### src/rtl/featuremap_pkg.sv
// Shared types and constants for the featuremap producer/consumer blocks.
package featuremap_pkg;

  localparam int unsigned NUM_CHANNELS = 8;

  typedef enum logic [1:0] {
    StIdle,
    StRun,
    StDone
  } state_e;

endpackage

### src/rtl/pad_position_counter.sv
// Row/column raster counter over the zero-padded (WIDTH+2)x(HEIGHT+2) frame.
module pad_position_counter #(
  parameter int unsigned WIDTH  = 112,
  parameter int unsigned HEIGHT = 112,
  localparam int unsigned RowW  = $clog2(HEIGHT + 2),
  localparam int unsigned ColW  = $clog2(WIDTH + 2)
) (
  input  logic clk,
  input  logic rst,
  input  logic advance,
  output logic is_pad,
  output logic is_last
);

  localparam logic [RowW-1:0] RowLast = RowW'(HEIGHT + 1);
  localparam logic [ColW-1:0] ColLast = ColW'(WIDTH + 1);

  logic [RowW-1:0] row_q, row_d;
  logic [ColW-1:0] col_q, col_d;

  always_comb begin
    row_d = row_q;
    col_d = col_q;
    if (advance) begin
      if (is_last) begin
        row_d = '0;
        col_d = '0;
      end else if (col_q == ColLast) begin
        row_d = row_q + 1'b1;
        col_d = '0;
      end else begin
        col_d = col_q + 1'b1;
      end
    end
  end

  always_ff @(posedge clk) begin
    if (rst) begin
      row_q <= '0;
      col_q <= '0;
    end else begin
      row_q <= row_d;
      col_q <= col_d;
    end
  end

  assign is_pad  = (row_q == '0) || (row_q == RowLast) || (col_q == '0) || (col_q == ColLast);
  assign is_last = (row_q == RowLast) && (col_q == ColLast);

endmodule

### src/rtl/featuremap_pad_writer_8ch.sv
// Writes an unpadded 8-channel raster into the conv2D input FIFOs with a one-pixel
// zero border, stalling upstream on any FIFO full.
module featuremap_pad_writer_8ch
  import featuremap_pkg::*;
#(
  parameter int unsigned DATA_WIDTH = 32,
  parameter int unsigned WIDTH      = 112,
  parameter int unsigned HEIGHT     = 112
) (
  input  logic                  clk,
  input  logic                  rst,
  input  logic                  valid_in,
  input  logic [DATA_WIDTH-1:0] data_in_channel0,
  input  logic [DATA_WIDTH-1:0] data_in_channel1,
  input  logic [DATA_WIDTH-1:0] data_in_channel2,
  input  logic [DATA_WIDTH-1:0] data_in_channel3,
  input  logic [DATA_WIDTH-1:0] data_in_channel4,
  input  logic [DATA_WIDTH-1:0] data_in_channel5,
  input  logic [DATA_WIDTH-1:0] data_in_channel6,
  input  logic [DATA_WIDTH-1:0] data_in_channel7,
  output logic                  ready_out,
  input  logic                  data_fifo_full0,
  input  logic                  data_fifo_full1,
  input  logic                  data_fifo_full2,
  input  logic                  data_fifo_full3,
  input  logic                  data_fifo_full4,
  input  logic                  data_fifo_full5,
  input  logic                  data_fifo_full6,
  input  logic                  data_fifo_full7,
  output logic                  wrreq,
  output logic [DATA_WIDTH-1:0] data_out_channel0,
  output logic [DATA_WIDTH-1:0] data_out_channel1,
  output logic [DATA_WIDTH-1:0] data_out_channel2,
  output logic [DATA_WIDTH-1:0] data_out_channel3,
  output logic [DATA_WIDTH-1:0] data_out_channel4,
  output logic [DATA_WIDTH-1:0] data_out_channel5,
  output logic [DATA_WIDTH-1:0] data_out_channel6,
  output logic [DATA_WIDTH-1:0] data_out_channel7,
  output logic                  frame_done
);

  state_e state_q, state_d;
  logic   frame_done_q;
  logic   any_full;
  logic   is_pad;
  logic   is_last;

  logic [DATA_WIDTH-1:0] din  [NUM_CHANNELS];
  logic [DATA_WIDTH-1:0] dout [NUM_CHANNELS];

  assign din[0] = data_in_channel0;
  assign din[1] = data_in_channel1;
  assign din[2] = data_in_channel2;
  assign din[3] = data_in_channel3;
  assign din[4] = data_in_channel4;
  assign din[5] = data_in_channel5;
  assign din[6] = data_in_channel6;
  assign din[7] = data_in_channel7;

  assign data_out_channel0 = dout[0];
  assign data_out_channel1 = dout[1];
  assign data_out_channel2 = dout[2];
  assign data_out_channel3 = dout[3];
  assign data_out_channel4 = dout[4];
  assign data_out_channel5 = dout[5];
  assign data_out_channel6 = dout[6];
  assign data_out_channel7 = dout[7];

  assign any_full = data_fifo_full0 | data_fifo_full1 | data_fifo_full2 | data_fifo_full3 |
                    data_fifo_full4 | data_fifo_full5 | data_fifo_full6 | data_fifo_full7;

  // Counters only move on an actual FIFO write, so stalls and bubbles hold position.
  pad_position_counter #(
    .WIDTH  (WIDTH),
    .HEIGHT (HEIGHT)
  ) u_pos (
    .clk     (clk),
    .rst     (rst),
    .advance (wrreq),
    .is_pad  (is_pad),
    .is_last (is_last)
  );

  always_ff @(posedge clk) begin
    if (rst) begin
      state_q      <= StIdle;
      frame_done_q <= 1'b0;
    end else begin
      state_q      <= state_d;
      frame_done_q <= (state_d == StDone);
    end
  end

  always_comb begin
    state_d = state_q;
    unique case (state_q)
      StIdle:  if (valid_in) state_d = StRun;
      StRun:   if (wrreq && is_last) state_d = StDone;
      StDone:  state_d = StIdle;
      default: state_d = StIdle;
    endcase
  end

  always_comb begin
    wrreq     = 1'b0;
    ready_out = 1'b0;
    for (int c = 0; c < NUM_CHANNELS; c++) begin
      dout[c] = '0;
    end
    if (state_q == StRun) begin
      if (is_pad) begin
        // Border words are +0.0 and need nothing from upstream.
        wrreq = ~any_full;
      end else begin
        ready_out = ~any_full;
        wrreq     = valid_in & ~any_full;
        for (int c = 0; c < NUM_CHANNELS; c++) begin
          dout[c] = din[c];
        end
      end
    end
  end

  assign frame_done = frame_done_q;

endmodule

### config.mk
export PLATFORM = sky130hd
export DESIGN_NAME = featuremap_pad_writer_8ch
export DESIGN_NICKNAME = d
export VERILOG_FILES = /design/src/rtl/featuremap_pkg.sv /design/src/rtl/pad_position_counter.sv /design/src/rtl/featuremap_pad_writer_8ch.sv
export SDC_FILE = /design/constraint.sdc
export NUM_CORES = 1
export LEC_CHECK = 0
export CORE_AREA = 2 2 205 207
export CTS_BUF_LIST = sky130_fd_sc_hd__clkbuf_16
export CTS_CLUSTER_SIZE = 16
export DETAILED_ROUTE_END_ITERATION = 10
export DIE_AREA = 0 0 207 209
export REMOVE_ABC_BUFFERS = 1
export SYNTH_ARGS = -nofsm -noshare
export SYNTH_HDL_FRONTEND = slang
export SYNTH_HIERARCHICAL = 1
export SYNTH_SLANG_ARGS = --single-unit
### constraint.sdc
create_clock -name clk -period 2.6 [get_ports clk]
set_input_delay 0.39 -clock clk [delete_from_list [all_inputs] [get_ports clk]]
set_output_delay 0.39 -clock clk [all_outputs]
set_load 0.02 [all_outputs]
* Word level (Yosys, flattened, before mapping)
Cells that the tools add are included.
** Storage, ports and cells
- Bits in registers :: 17
- Bits of input ports :: 267
- Output and inout port bits :: 259
** Cells by class
- Add/sub/neg operators :: 2
- Equality and inequality tests :: 4
- Muxes and demuxes :: 13
- Bitwise operators :: 9
- Reductions and logical operators :: 10
** Operators by type and width (number)
- 256-bit two-way mux :: 2
- 7-bit two-way mux :: 4
- 7-bit by 1-bit adder with 7-bit output, second input constant :: 2
- 7-bit equality test, second input constant :: 2
- 7-bit zero test :: 2
- 1-bit OR :: 7
- 1-bit two-way mux :: 4
- 2-bit two-way mux :: 2
- 2-bit one-hot mux with 2 select lines :: 1
- 1-bit logical OR :: 3
- 2-bit by 1-bit equality test with 1-bit output, second input constant :: 1
- 2-bit equality test, second input constant :: 1
- 1-bit logical AND :: 2
- 2-bit zero test :: 1
- 2-bit AND reduction :: 1
- 2-bit nonzero test :: 1
- 1-bit bitwise AND :: 1
- 1-bit inverter :: 1

* Longest topological paths before layout
- Word-level depth :: 15
- Mapped depth :: 12
- Mapped depth without buffers :: 11

* Hierarchy
The synthesis kept the hierarchy.
** By module, submodules not included
- featuremap_pad_writer_8ch :: times used 1, cells an instance 298, area each 1866.8 um2, seq. area each 60.1 um2
- pad_position_counter :: times used 1, cells an instance 86, area each 768.2 um2, seq. area each 280.3 um2

* Least setup slack after synthesis
No wires, ideal clock.
- Path kind :: in2reg
- Start :: input data_fifo_full2
- End :: register u_pos.row_q[5]
- Setup time :: 0.067 ns
- Arrival time :: 2.379 ns
- Path slack :: 0.154 ns
- Stages on the path :: 6
- Path buffers :: 1
- Cell sequence :: or4_1 -> nor4_4 -> buf_4 -> nand3_4 -> or4_4 -> a21oi_2
** Between the ends
- Word-level cells in the longest chain between the ends :: 11
** Ends and longest elaborated chain
- start: declaration :: line featuremap_pad_writer_8ch.sv:24 : input logic data_fifo_full2,
- 1-bit OR (*) (3 in series) :: line featuremap_pad_writer_8ch.sv:69 : assign any_full = data_fifo_full0 | data_fifo_full1 | data_fifo_full2 | data_fifo_full3 |
- 1-bit OR (*) (3 in series) :: line featuremap_pad_writer_8ch.sv:70 : data_fifo_full4 | data_fifo_full5 | data_fifo_full6 | data_fifo_full7;
- 1-bit inverter (*) :: line featuremap_pad_writer_8ch.sv:113, featuremap_pad_writer_8ch.sv:116
- 1-bit bitwise AND :: line featuremap_pad_writer_8ch.sv:116 : wrreq = valid_in & ~any_full;
- 1-bit two-way mux (*) :: line featuremap_pad_writer_8ch.sv:111 : if (is_pad) begin
- 1-bit two-way mux (*) :: line featuremap_pad_writer_8ch.sv:110 : if (state_q == StRun) begin
- named net wrreq :: line featuremap_pad_writer_8ch.sv:30 : output logic wrreq,
- 2-bit AND reduction (no source line) (*)
- end signal: assignment :: line pad_position_counter.sv:42 : row_q <= row_d;
- end: declaration :: line pad_position_counter.sv:18 : logic [RowW-1:0] row_q, row_d;
Mark *: on every way through the listed nets, which the timed path passes. The rest lies on a longest branch.
A chain may end at the register's enable or synchronous reset.

* Final worst setup path
- Start :: register u_pos.col_q[0]
- End :: output data_out_channel7[14]
** Between the ends
- Word-level cells in the longest chain between the ends :: 5
- Elaborated cells between the ends (all ways) :: 6
- Those cells by class :: eq/ne: 1; mux: 2; reduce/logical: 3
** Ends and longest elaborated chain
- start: declaration :: line pad_position_counter.sv:19 : logic [ColW-1:0] col_q, col_d;
- start signal: assignment :: line pad_position_counter.sv:43 : col_q <= col_d;
- 7-bit zero test :: line pad_position_counter.sv:47 : assign is_pad = (row_q == '0) || (row_q == RowLast) || (col_q == '0) || (col_q == ColLast);
- 1-bit logical OR :: line pad_position_counter.sv:47
- 1-bit logical OR (*) :: line pad_position_counter.sv:47
- named net is_pad :: line featuremap_pad_writer_8ch.sv:45 : logic is_pad;
- 256-bit two-way mux (*) :: line featuremap_pad_writer_8ch.sv:111
- 256-bit two-way mux (*) :: line featuremap_pad_writer_8ch.sv:110
- end: declaration :: line featuremap_pad_writer_8ch.sv:38 : output logic [DATA_WIDTH-1:0] data_out_channel7,
Marks and branches as above.

==> results.sh <==
export IMPL_detail_route_antenna_nets=0
export IMPL_nets=1213
export IMPL_io_pins=526
export IMPL_area_delta_synth_final_pct=267
export IMPL_crit_arrival_ns=2.25
export IMPL_hold_depth=1
export IMPL_grt_start_max_net_pins=66
export IMPL_hpwlAfterDp_mm=27.6
export IMPL_synth_area_um2=2640
export IMPL_rows=75
export IMPL_die_area_um2=43300
export IMPL_layout_worst_path_cycle_share_pct=101
export IMPL_dr_pass1_iters=4
export IMPL_cts_made_buffers=3
export IMPL_cts_htree_levels=1
export IMPL_synth_top_area_share_pct=60.8
export IMPL_outcome="complete, but fails checks"
export IMPL_clockBufferDepth=2
export IMPL_timing_hold_ws_ns=0.435
export IMPL_initial_utilization_pct=6.38
export IMPL_drive_gt1_share_pct=43.9
export IMPL_grt_ovfl_total=0
export IMPL_slew_headroom_pct=79.3
export IMPL_slew_viol_final=0
export IMPL_die_w_um=207
export IMPL_async_flop_share_pct=0
export IMPL_vias=5002
export IMPL_wirelength_mm=33.8
export IMPL_worstMarginPinSlew_ns=0.303
export IMPL_holdCritStartpoint="state_q[1]$_SDFF_PP0_"
export IMPL_antenna_found_initial=21
export IMPL_p_leak_uw=0.00418
export IMPL_rr_startpoint="u_pos/col_q[0]$_SDFFE_PP0P_"
export IMPL_syn_area_per_cell_um2=6.86
export IMPL_finalHoldViolations=0
export IMPL_synth_top_cells_by_area="and2_1 61%, dfxtp_1 13%, clkbuf_1 3.7%, ha_1 2.8%, nor2_1 2.4%"
export IMPL_synth_common_cells="256 x and2_1, 26 x clkbuf_1, 17 x dfxtp_1, 17 x nor2_1, 8 x nand2_1"
export IMPL_ys_warn_count=6
export IMPL_clkSinkCount=17
export IMPL_yosysMostFrequentCell="and2_1"
export IMPL_core_area_um2=41300
export IMPL_root_buffer="clkbuf_16"
export IMPL_cts_tree="done"
export IMPL_grt_pass1_wl_mm=40.6
export IMPL_synth_seq_area_share_pct=12.9
export IMPL_hold_class="register to register"
export IMPL_vias_per_cell=3.38
export IMPL_reg2reg_depth=12
export IMPL_utilization_pct=23.4
export IMPL_rsz0062_at_grt="true"
export IMPL_die_h_um=209
export IMPL_ys_ff_latch=17
export IMPL_path_max_fanout=6
export IMPL_hold_buffers=0
export IMPL_worstPathRequired_ns=2.21
export IMPL_ys_types=36
export IMPL_synthCells=384
export IMPL_crit_type="register to primary output"
export IMPL_synth_ff_type="dfxtp_1"
export IMPL_clk_pin_slew_ns=0.06
export IMPL_clock_skew_ns=0.00685
export IMPL_peakVddDrop_v=0.000150
export IMPL_synth_area_leader_cell="and2_1"
export IMPL_grt_pass1_vias=4819
export IMPL_insertion_delay_ns=0.25
export IMPL_r2r_slack_ns=0.25
export IMPL_drcViolationCount=0
export IMPL_fin_crit_ns=2.64
export IMPL_failed_checks="setup timing"
export IMPL_finalSetupViolCount=9
export IMPL_end_kind="primary output"
export IMPL_min_to="state_q[0]$_SDFF_PP0_"
export IMPL_fmax_mhz=379
export IMPL_numPortBuffers=525
export IMPL_max_cap_viol_count=0
export IMPL_power_density_nw_per_um2=104
export IMPL_drt_iter0_markers=130
export IMPL_gp_congestion=0.811
export IMPL_reg2reg_to="u_pos/row_q[5]$_SDFFE_PP0P_"
export IMPL_fin_ws_ns=-0.0381
export IMPL_cp_start_kind="register"
export IMPL_startpoint="u_pos/col_q[0]$_SDFFE_PP0P_"
export IMPL_grtUsageTotal_pct=13.5
export IMPL_wl_per_cell_um=22.9
export IMPL_synth_edf_count=0
[flip-flops by register name, indices dropped and copies added, names as in the netlist]
register and cells:
u_pos/col_q 7, frame_done 1, u_pos/row_q 7, state_q 2
[layer usage]
metal | part of all wire [%] | track usage (%)
met1 | 38 | 15.9
met2 | 43 | 20.0
met3 | 17 | 9.96
met4 | 1.7 | 2.00
met5 | 0.50 | 0
[how the worst max path moves through the flow]
stage	to	cells past startpoint
global placement	data_out_channel1[28]	9
floorplan	data_out_channel0[0]	7
CTS	data_out_channel1[28]	10
detailed placement	data_out_channel1[28]	9
finish	data_out_channel7[14]	13
global route	data_out_channel7[14]	13
[through the flow]
stage | instances | instance area (um2) | total power, uW | setup WS, ns | setup TNS [ns]
global route | 1479 | 9660 | 1040 | -0.147 | -5.04
floorplan | 355 | 2520 | 279 | -4.38 | -1120.81
CTS | 1451 | 9570 | 1010 | -0.0780 | -4.46
detailed placement | 1445 | 9150 | 689 | -0.226 | -27.59
global placement | 1445 | 9150 | 691 | -0.200 | -24.18
finish | 1480 | 9660 | 1010 | -0.0381 | -0.269
[what timing repair did]
action                                  CTS  global route
endpoints found under the setup margin  244           254
pin swaps                                28            10
gates cloned                              1            17
setup buffers                             1            10
resized for setup                       544           309
[where the power goes]
part           internal [uW]  switching (uW)  leakage (uW)
logic                    353            75.6       0.00400
registers                262            1.11      0.000139
clock network            206             108     0.0000409
total                    821             185       0.00418
[placed cells by master, fill, tap and decap left out, drive strengths merged]
cell / n
and3: 2
o21ai: 2
and4: 2
clkinv: 1
nor2: 18
inv: 4
a2111oi: 1
a22oi: 1
clkdlybuf4s50: 267
nor4b: 2
clkdlybuf4s15: 42
clkbuf: 49
or2b: 1
a21oi: 4
xnor2: 4
xor2: 5
diode: 2
dfxtp: 17
nand4: 5
nand2: 8
and2: 256
nor4: 2
nand3: 4
mux2i: 1
nand2b: 1
ha: 6
buf: 223
or3: 2
and3b: 2
or4: 3
dlygate4sd2: 2
o21bai: 1
o31ai: 1
[cell families (layout without fill, tap and decap cells)]
logic type / after synthesis / in the layout / synth area share (%)
compound gates: 10 / 10 / 2.47
mux: 1 / 1 / 0.380
other cells: 0 / 2 / 0
buf+inv: 33 / 588 / 4.94
flops: 17 / 17 / 12.9
simple gates: 308 / 308 / 73.5
fa+ha+maj: 6 / 6 / 2.85
xor+xnor: 9 / 9 / 2.99
[cell type report]
type | count | area, um2
clock buffers | 3 | 75.1
inverters | 4 | 15.0
diodes | 2 | 5.00
multi-input cells | 334 | 2420
well taps | 539 | 674
clock inverters | 1 | 5.00
repair buffers | 580 | 6120
flip-flops and latches | 17 | 345
fillers | 4501 | 31600
[critical path, stage by stage, from the launching register on]
cell	delay, ns
dfxtp_2	0.33
buf_4	0.13
ha_2	0.16
and4_4	0.19
nand2_4	0.07
nand3_4	0.08
nor2_4	0.11
buf_12	0.12
buf_12	0.13
buf_16	0.15
buf_8	0.12
buf_6	0.12
and2_4	0.15
buf_12	0.11
Power figures use the tool's default switching activity.
